--- src/rtl/i2c_txn_sequencer_pkg.sv ---
// Shared command codes, state/error encodings and the pure next-state function
// of the I2C register-transaction sequencer.
package i2c_txn_sequencer_pkg;

  localparam logic [2:0] k_START_CMD   = 3'd1;
  localparam logic [2:0] k_WRITE_CMD   = 3'd2;
  localparam logic [2:0] k_READ_CMD    = 3'd3;
  localparam logic [2:0] k_RESTART_CMD = 3'd4;
  localparam logic [2:0] k_STOP_CMD    = 3'd5;

  typedef enum logic [1:0] {
    ERR_OK      = 2'b00,
    ERR_NACK    = 2'b01,
    ERR_TIMEOUT = 2'b10
  } seq_err_t;

  typedef enum logic [3:0] {
    S_IDLE, S_START, S_DEV_W, S_REG, S_RESTART,
    S_DEV_R, S_WDATA, S_RDATA, S_STOP, S_DONE
  } seq_state_t;

  typedef enum logic [1:0] {
    PH_ISSUE, PH_WAIT_FIRST, PH_WAIT
  } seq_phase_t;

  // State reached when the command of state s completes (master back to ready).
  function automatic seq_state_t next_seq_state(seq_state_t s, logic rw,
                                                logic last, logic ack_err);
    seq_state_t n;
    n = S_IDLE;
    case (s)
      S_START:   n = S_DEV_W;
      S_DEV_W:   n = ack_err ? S_STOP : S_REG;
      S_REG:     n = ack_err ? S_STOP : (rw ? S_RESTART : S_WDATA);
      S_RESTART: n = S_DEV_R;
      S_DEV_R:   n = ack_err ? S_STOP : S_RDATA;
      S_WDATA:   n = (ack_err || last) ? S_STOP : S_WDATA;
      S_RDATA:   n = last ? S_STOP : S_RDATA;
      S_STOP:    n = S_DONE;
      default:   n = S_IDLE;
    endcase
    return n;
  endfunction

  function automatic logic [2:0] seq_cmd(seq_state_t s);
    logic [2:0] c;
    c = '0;
    case (s)
      S_START:                   c = k_START_CMD;
      S_DEV_W, S_REG, S_DEV_R,
      S_WDATA:                   c = k_WRITE_CMD;
      S_RESTART:                 c = k_RESTART_CMD;
      S_RDATA:                   c = k_READ_CMD;
      S_STOP:                    c = k_STOP_CMD;
      default:                   c = '0;
    endcase
    return c;
  endfunction

endpackage

--- src/rtl/i2c_txn_sequencer.sv ---
// Register-level transaction controller driving the byte-level I2C master's
// command port: one request -> START/addr/reg/[RESTART/addr]/data.../STOP.
module i2c_txn_sequencer
  import i2c_txn_sequencer_pkg::*;
#(
  parameter int unsigned LEN_W   = 4,
  parameter logic [15:0] TIMEOUT = 16'd50000
) (
  input  logic             clk,
  input  logic             reset_n,
  input  logic             req_valid,
  output logic             req_ready,
  input  logic             req_rw,
  input  logic [6:0]       req_dev,
  input  logic [7:0]       req_reg,
  input  logic [LEN_W-1:0] req_len,
  input  logic             wr_valid,
  output logic             wr_ready,
  input  logic [7:0]       wr_data,
  output logic             rd_valid,
  output logic [7:0]       rd_data,
  output logic             done,
  output logic [1:0]       err,
  input  logic             m_ready,
  output logic             m_write,
  output logic [2:0]       m_cmd,
  output logic [7:0]       m_data,
  output logic             m_nack,
  input  logic [7:0]       m_rd_data,
  input  logic             m_ack_err
);

  localparam logic [LEN_W:0] CNT_ONE = (LEN_W+1)'(1);

  seq_state_t     state, nxt_state;
  seq_phase_t     phase;
  seq_err_t       err_pend;
  logic           rw_q;
  logic [6:0]     dev_q;
  logic [7:0]     reg_q;
  logic [LEN_W:0] byte_cnt;
  logic [15:0]    tmo_cnt;
  logic           last_byte, issue_ok, nack_hit;
  logic [7:0]     cmd_data;

  always_comb begin
    last_byte = (byte_cnt == '0);
    issue_ok  = m_ready && ((state != S_WDATA) || wr_valid);
    nack_hit  = m_ack_err && (state inside {S_DEV_W, S_REG, S_DEV_R, S_WDATA});
    nxt_state = next_seq_state(state, rw_q, last_byte, m_ack_err);
    cmd_data  = '0;
    case (state)
      S_DEV_W: cmd_data = {dev_q, 1'b0};
      S_REG:   cmd_data = reg_q;
      S_DEV_R: cmd_data = {dev_q, 1'b1};
      S_WDATA: cmd_data = wr_data;
      default: cmd_data = '0;
    endcase
  end

  always_ff @(posedge clk or negedge reset_n) begin
    if (!reset_n) begin
      state     <= S_IDLE;
      phase     <= PH_ISSUE;
      err_pend  <= ERR_OK;
      rw_q      <= 1'b0;
      dev_q     <= '0;
      reg_q     <= '0;
      byte_cnt  <= '0;
      tmo_cnt   <= '0;
      req_ready <= 1'b1;
      wr_ready  <= 1'b0;
      rd_valid  <= 1'b0;
      rd_data   <= '0;
      done      <= 1'b0;
      err       <= '0;
      m_write   <= 1'b0;
      m_cmd     <= '0;
      m_data    <= '0;
      m_nack    <= 1'b0;
    end else begin
      m_write  <= 1'b0;
      wr_ready <= 1'b0;
      rd_valid <= 1'b0;
      done     <= 1'b0;
      case (state)
        S_IDLE: begin
          if (req_valid) begin
            rw_q      <= req_rw;
            dev_q     <= req_dev;
            reg_q     <= req_reg;
            byte_cnt  <= {1'b0, req_len};
            err_pend  <= ERR_OK;
            req_ready <= 1'b0;
            state     <= S_START;
            phase     <= PH_ISSUE;
          end
        end
        S_DONE: begin
          state     <= S_IDLE;
          req_ready <= 1'b1;
        end
        default: begin
          if (phase == PH_ISSUE) begin
            if (issue_ok) begin
              m_write  <= 1'b1;
              m_cmd    <= seq_cmd(state);
              m_data   <= cmd_data;
              m_nack   <= (state == S_RDATA) && last_byte;
              wr_ready <= (state == S_WDATA);
              tmo_cnt  <= '0;
              phase    <= PH_WAIT_FIRST;
            end
          // m_ready is stale on the first WAIT cycle (strobe still in flight)
          end else if (phase == PH_WAIT && m_ready) begin
            state <= nxt_state;
            phase <= PH_ISSUE;
            if (nack_hit)
              err_pend <= ERR_NACK;
            if (state inside {S_WDATA, S_RDATA})
              byte_cnt <= byte_cnt - CNT_ONE;
            if (state == S_RDATA) begin
              rd_valid <= 1'b1;
              rd_data  <= m_rd_data;
            end
            if (nxt_state == S_DONE) begin
              done <= 1'b1;
              err  <= err_pend;
            end
          end else if (tmo_cnt == TIMEOUT - 16'd1) begin
            state <= S_DONE;
            phase <= PH_ISSUE;
            done  <= 1'b1;
            err   <= ERR_TIMEOUT;
          end else begin
            phase   <= PH_WAIT;
            tmo_cnt <= tmo_cnt + 16'd1;
          end
        end
      endcase
    end
  end

endmodule

--- config.mk ---
export PLATFORM = sky130hd
export DESIGN_NAME = i2c_txn_sequencer
export DESIGN_NICKNAME = d
export VERILOG_FILES = /design/src/rtl/i2c_txn_sequencer_pkg.sv /design/src/rtl/i2c_txn_sequencer.sv
export SDC_FILE = /design/constraint.sdc
export NUM_CORES = 1
export LEC_CHECK = 0
export BUFFER_PORTS_ARGS = -buffer_cell sky130_fd_sc_hd__buf_2
export CELL_PAD_IN_SITES_DETAIL_PLACEMENT = 2
export CELL_PAD_IN_SITES_GLOBAL_PLACEMENT = 2
export CORE_MARGIN = 4
export CORE_UTILIZATION = 37
export DETAILED_ROUTE_END_ITERATION = 8
export GPL_TIMING_DRIVEN = 1
export PLACE_DENSITY = 0.92
export SYNTH_ARGS = -nofsm -noshare
export SYNTH_HDL_FRONTEND = slang
export SYNTH_SLANG_ARGS = --single-unit
export TNS_END_PERCENT = 100
--- constraint.sdc ---
create_clock -name clk -period 3.4 [get_ports clk]
set_clock_uncertainty 0.15 [all_clocks]
set_input_delay 0.68 -clock clk [delete_from_list [all_inputs] [get_ports clk]]
set_output_delay 0.68 -clock clk [all_outputs]
set_load 0.005 [all_outputs]
==> qor.yml, run 1 <==
run_status:
  status: "complete, no violations"
floorplan:
  die_x_um: 107
  start_util_pct: 37.8
  rows: 36
  boundaryPins: 69
  die_y_um: 107
  core_area_um2: 9680
  dieArea_um2: 11500
final_layout:
  drive_gt1_share_pct: 28.9
  num_antenna_cells: 0
  syn2layout_area_growth_pct: 18.8
  nNetsFinal: 486
detailed_routing:
  vias: 3289
  drtAntennaViolNets: 0
  firstDrtPassIters: 4
  wl_um: 12000
  remaining_drc_errors: 0
  drt_iter0_markers: 132
  vias_per_cell: 5.68
  wire_per_inst_um: 20.7
cts:
  cts_tree: "yes"
  cts_inserted_buffers: 9
  clock_latency_ns: 0.35
  cts-root-buf: "clkbuf_8"
  clkSlewWorstSetupHoldPaths_ns: 0.08
  cts_hold_buf: 0
  clock-sinks: 71
  clock_path_buffers: 2
  cts_setup_buffers: 0
  cts_resized: 0
  htree_levels: 3
synth:
  ys_async_sr_fraction_pct: 100
  synth.distinct_cells: 58
  synth_ff_type: "dfrtp_1"
  syn_area_per_cell_um2: 9.81
  synth_edf_count: 0
  synthCells: 373
  syn-num-nets: 418
  ys_seq_area_share_pct: 48.6
  synth.cell_area_um2: 3660
  yosysWarnings: 0
  synth_seq_cells: 71
sta:
  rsz0062_at_grt: "false"
  slew_headroom_pct: 36.9
  hold_viol_final: 0
  setup_viol: 0
  layout_min_cycle_time_ns: 2.82
  maxSlewViolCount: 0
  setup_slack_ns: 0.581
  tightest_slew_ns: 0.947
  fin_setup_tns_ns: 0
  fin_crit_sh_pct: 82.9
  fmax_mhz: 355
  hold_slack_ns: 0.331
pwr:
  power.density_nw_per_um2: 810
  p_leak_nw: 1.98
  power_frac_seq_pct: 38.1
  power_frac_comb_pct: 41.4
  power.switching_w: 0.00146
  ir_worst_vdd_uv: 340
  clockPowerShare_pct: 20.6
  switching_share_pct: 41.5
  power.internal_w: 0.00206
worst_hold_path:
  min_path_type: "flop to flop"
worst_setup_path:
  crit_type: "flop to flop"
  cp.arrival_ns: 2.94
  required_ns: 3.52
  crit_family: "flip-flops"
  critPathMaxStageDelay_ns: 0.86
  crit_path_end_kind: "flop"
  slowest_stage: "dfrtp_1"
  path_cells: "xnor2_1 -> a21oi_2 -> o211ai_2 -> or4_1 -> a21oi_1"
  crit_fanout: 22
  startpoint_type: "flop"
  cp_num_buf_inv: 0
placed_design:
  dp_hpwl_um: 8430
  portBuffers: 68
  place.gp.congestion: 0.771
  post-place-ws_ns: 0.644
global_route:
  grt_max_degree: 72
  grt_pass1_vias: 3725
  grt_overflow: 0
  grt_usage_pct: 21.8
  grt_antenna_before_repair: 0
  grt_first_pass_wirelength_um: 19700
run:
  maxCapViolCount: 0
Yosys cell counts (all sizes together), types with 3 or more instances:
cell type,n,area (um^2)
dfrtp,70,1750
nand2,39,146
nor2,32,120
a21oi,30,158
mux2,27,304
o21ai,19,95.1
inv,13,48.8
clkbuf,11,41.3
nand3,10,50.1
o31ai,9,67.6
buf,8,48.8
a22oi,7,52.6
nand4,7,43.8
nor4,7,43.8
or4,7,56.3
nand2b,5,31.3
nor3,5,30.0
xor2,5,43.8
a211oi,4,30.0
nor2b,4,25.0
a22o,3,26.3
a2bb2oi,3,26.3
a31oi,3,18.8
and3,3,18.8
ha,3,37.5
o211ai,3,27.5
or2,3,18.8
or3,3,18.8
xnor2,3,26.3
power by group through the flow:
stage,registers [W],clock network [W],logic [W]
final,0.00134,0.000724,0.00146
after global routing,0.00137,0.000779,0.00164
after CTS,0.00133,0.000741,0.00146
after detailed placement,0.00133,0,0.00145
after global placement,0.00131,0,0.00133
after floorplan,0.00122,0,0.00107
flip-flops by register name (all words and copies together), names as in the netlist:
register	count
dev_q	7
phase	2
state	4
wr_ready	1
tmo_cnt	16
rd_data	8
m_cmd	3
m_nack	1
m_data	8
req_ready	1
reg_q	8
rw_q	1
m_write	1
byte_cnt	5
done	1
err_pend	1
err	2
rd_valid	1
worst reg2reg max path, stage by stage, from the launching register on:
cell,delay [ns]
dfrtp_1,0.86
xnor2_1,0.33
a21oi_2,0.24
o211ai_2,0.36
or4_1,0.61
a21oi_1,0.20
area by class of cell:
type	instances	area, um^2
timing repair buffer	76	400
fill	1049	5340
sequential	71	1780
clock buffer	14	173
multi-input combinational	270	1740
tap	133	166
inverter	13	48.8
clock inverter	2	37.5
cell families after synthesis:
family | Yosys count | synth area share [%]
adders and majority gates | 3 | 1.03
and+or+nand+nor | 133 | 18.5
AOI/OAI and AO/OA | 97 | 17.4
xor gates and xnor gates | 8 | 1.91
buffers and inverters | 32 | 3.79
DFF | 71 | 48.6
muxes | 29 | 8.85
path summary, 6_finish.rpt:
path | cells past startpoint | startpoint | slack [ns] | to
max | 5 | state[0]$_DFFE_PN0P_ | 0.58 | tmo_cnt[11]$_DFFE_PN0P_
min | 2 | m_data[6]$_DFFE_PN0P_ | 0.33 | m_data[6]$_DFFE_PN0P_
max reg2reg | 5 | state[0]$_DFFE_PN0P_ | 0.58 | tmo_cnt[11]$_DFFE_PN0P_
min reg2reg | 2 | m_data[6]$_DFFE_PN0P_ | 0.33 | m_data[6]$_DFFE_PN0P_
max in group asynchronous | 2 | reset_n | 2.07 | rw_q$_DFFE_PN0P_
min in group asynchronous | 2 | reset_n | 0.37 | byte_cnt[0]$_DFFE_PN0P_
metrics by stage:
| stage | power (W) | instances | utilization, % | instance area, um^2 |
|---|---|---|---|---|
| 2_1_floorplan | 0.00229 | 373 | - | 3660 |
| 3_3_place_gp | 0.00264 | 563 | 42.7 | 4140 |
| 3_5_place_dp | 0.00278 | 563 | 42.7 | 4140 |
| 4_1_cts | 0.00354 | 579 | 44.9 | 4350 |
| 5_1_grt | 0.00378 | 579 | 44.9 | 4350 |
| 6_report | 0.00352 | 579 | 44.9 | 4350 |
layout by cell type, fill, tap and decap left out, types with 3 or more instances in the layout:
master	instances
buf_2	68
xnor2_1	3
nor2_1	32
or4_1	6
dfrtp_1	70
a22o_1	3
clkbuf_8	12
a211oi_1	4
o21ai_0	19
or2_2	3
ha_1	3
nand4_1	7
inv_1	12
a22oi_1	7
xor2_1	5
or3_1	3
a31oi_1	3
a21oi_1	28
buf_4	8
and3_1	3
nand2_1	39
mux2_2	27
nor4_1	7
nor3_1	4
nor2b_1	4
nand3_1	10
a2bb2oi_1	3
o31ai_1	9
nand2b_1	5
layer usage:
metal	part of all wire, %	track usage [%]	vias up
met5	0	0	-
met1	41	25.6	1664
met3	5.3	6.24	31
met4	3.0	8.57	0
li1	-	-	1499
met2	50	37.6	95
Power figures use the tool's default switching activity.
==> inputs of run 2 (changes only) <==
- CORE_UTILIZATION: 37 -> 31
- PLACE_DENSITY: 0.92 -> 0.83
- clock period: 3.4 -> 2.35 ns (I/O delays scaled with it)
==> qor.yml, run 2 (same netlist as run 1, synthesis figures left out) <==
run_status:
  status: "complete, no violations"
sta:
  layout_min_cycle_time_ns: 2.25  # -0.572 ns
  maxSlewViolCount: 0  # unchanged
  setup_viol: 0  # unchanged
  fmax_mhz: 445  # +25%
  fin_setup_tns_ns: 0  # unchanged
  rsz0062_at_grt: "false"
  hold_viol_final: 0  # unchanged
  fin_crit_sh_pct: 95.6  # +13 points
  tightest_slew_ns: 0.559  # -0.388 ns
  slew_headroom_pct: 62.7  # +26 points
  hold_slack_ns: 0.206  # -0.124 ns
worst_hold_path:
  min_path_type: "input pin to flop"
  min_from: "m_rd_data[5]"
floorplan:
  start_util_pct: 31.9  # -5.9 points
  rows: 39  # +8.3%
  die_x_um: 117  # +8.6%
  dieArea_um2: 13600  # +18%
  boundaryPins: 69  # unchanged
  core_area_um2: 11500  # +18%
  die_y_um: 117  # +8.6%
global_route:
  grt_usage_pct: 19.0  # -2.8 points
  grt_pass1_vias: 3805  # +2.1%
  grt_overflow: 0  # unchanged
  grt_antenna_before_repair: 0  # unchanged
  grt_first_pass_wirelength_um: 19900  # +1.2%
  grt_max_degree: 42  # -42%
cts:
  clock_path_buffers: 2  # unchanged
  htree_levels: 3  # unchanged
  cts_tree: "yes"
  clock_latency_ns: 0.34  # about the same
  clkSlewWorstSetupHoldPaths_ns: 0.06  # -0.02 ns
  cts_inserted_buffers: 9  # unchanged
  clock-sinks: 71  # unchanged
  cts-root-buf: "clkbuf_16"
placed_design:
  dp.cells: 596  # +5.9%
  place_area_um2: 4340  # +5.0%
  place.gp.congestion: 0.804  # +4.3%
  portBuffers: 68  # unchanged
  dp_hpwl_um: 8630  # +2.4%
detailed_routing:
  firstDrtPassIters: 4  # unchanged
  remaining_drc_errors: 0  # unchanged
  wire_per_inst_um: 19.6  # -5.7%
  drt_iter0_markers: 152  # +15%
  wl_um: 12000  # +0.18%
  vias: 3322  # +1.0%
  vias_per_cell: 5.40  # -4.9%
  drtAntennaViolNets: 0  # unchanged
final_layout:
  regMostFlops: "tmo_cnt"
  num_antenna_cells: 0  # unchanged
  fillers: 1263  # +20%
  largest_reg_flops: 16  # unchanged
  nNetsFinal: 513  # +5.6%
  syn2layout_area_growth_pct: 27.9
  drive_gt1_share_pct: 33.7  # +4.8 points
  final_area_um2: 4680  # +7.7%
  final_common_cell: "dfrtp_1"
  finalNonFillerCells: 615  # +6.2%
  ff_latch_area_um2: 1780  # unchanged
  multiInputGateArea_um2: 1770  # +1.4%
  final_cell_mix: "dfrtp_1 (70), buf_2 (67), nand2_1 (39), buf_4 (34), nor2_1 (31)"
worst_setup_path:
  path_cells: "ha_2 -> and3_1 -> nand4_1 -> o211ai_4 -> buf_4 -> or4_1 -> a21oi_1"
  r2r-start: "tmo_cnt[0]$_DFFE_PN0P_"
  cp.arrival_ns: 2.36  # -0.58 ns
  crit_path_end_kind: "flop"
  startpoint_type: "flop"
  critPathMaxStageDelay_ns: 0.50  # -0.36 ns
  required_ns: 2.46  # -1.06 ns
  cp-startpoint: "tmo_cnt[0]$_DFFE_PN0P_"
  crit_fanout: 9  # -59%
  slowest_stage: "or4_1"
  crit_type: "flop to flop"
pwr:
  power.density_nw_per_um2: 1220  # +50%
  finalPower_w: 0.00569  # +62%
  ir_worst_vdd_uv: 605  # +78%
  p_leak_nw: 2.16  # +9.2%
run:
  maxCapViolCount: 0  # unchanged
==> run 2: cell count changes in the layout (fill, tap and decap cells not counted), moves of 2 or more <==
cell	delta
clkbuf_8	-12
clkbuf_16	+9
buf_4	+26
clkinv_4	+2
==> run 2: per-layer routing <==
metal	GRT usage (%)	up-vias	wire length [um]
met4	4.51	0	129
met2	33.7	62	6200
met3	5.44	12	545
met5	0	-	0
met1	22.9	1701	5150
li1	-	1547	-
==> run 2: metrics by stage <==
step	setup WS, ns	util (%)
after global placement	0.127	37.9
after global routing	0.0144	40.8
after floorplan	0.360	-
after CTS	0.00331	40.5
after detailed placement	0.0234	37.9
final	0.103	40.8
==> run 2: worst paths after layout <==
kind                                            to  slack [ns]  cells after the start
min in group asynchronous           done$_DFF_PN0_        0.48                      2
max reg2reg                tmo_cnt[11]$_DFFE_PN0P_        0.10                      7
min reg2reg                  m_data[5]$_DFFE_PN0P_        0.34                      2
min                         rd_data[5]$_DFFE_PN0P_        0.21                      2
max                        tmo_cnt[11]$_DFFE_PN0P_        0.10                      7
max in group asynchronous    req_ready$_DFFE_PN1P_        0.94                      3
==> run 2: power breakdown <==
part / leakage, nW / internal, W / switching, W
clock: 0.139 / 0.000818 / 0.000550
sequential: 0.926 / 0.00157 / 0.000273
combinational: 1.10 / 0.00106 / 0.00142
total: 2.16 / 0.00345 / 0.00224
==> run 2: layout make-up <==
cell class	count	area share (%)
clock buffer	10	4.89
clock inverter	5	1.28
inverter	13	1.04
multi-input combinational	270	37.7
sequential	71	38.0
tap	143	3.82
timing repair buffer	103	13.3
==> run 2: what timing repair did <==
| action | 4_1_cts | 5_1_grt |
|---|---|---|
| gates resized for setup | 0 | 4 |
| endpoints found under the hold margin | 30 | 0 |
| endpoints found under the setup margin | 0 | 13 |
| hold buffers | 1 | 0 |
| buffers inserted | 0 | 3 |
==> run 2: critical path: cells and delay by family (launching register included) <==
family | cells | cell delay, ns
and+or+nand+nor | 3 | 0.91
DFF | 1 | 0.41
buffers and inverters | 1 | 0.19
AOI/OAI and AO/OA | 2 | 0.30
adders and majority gates | 1 | 0.21
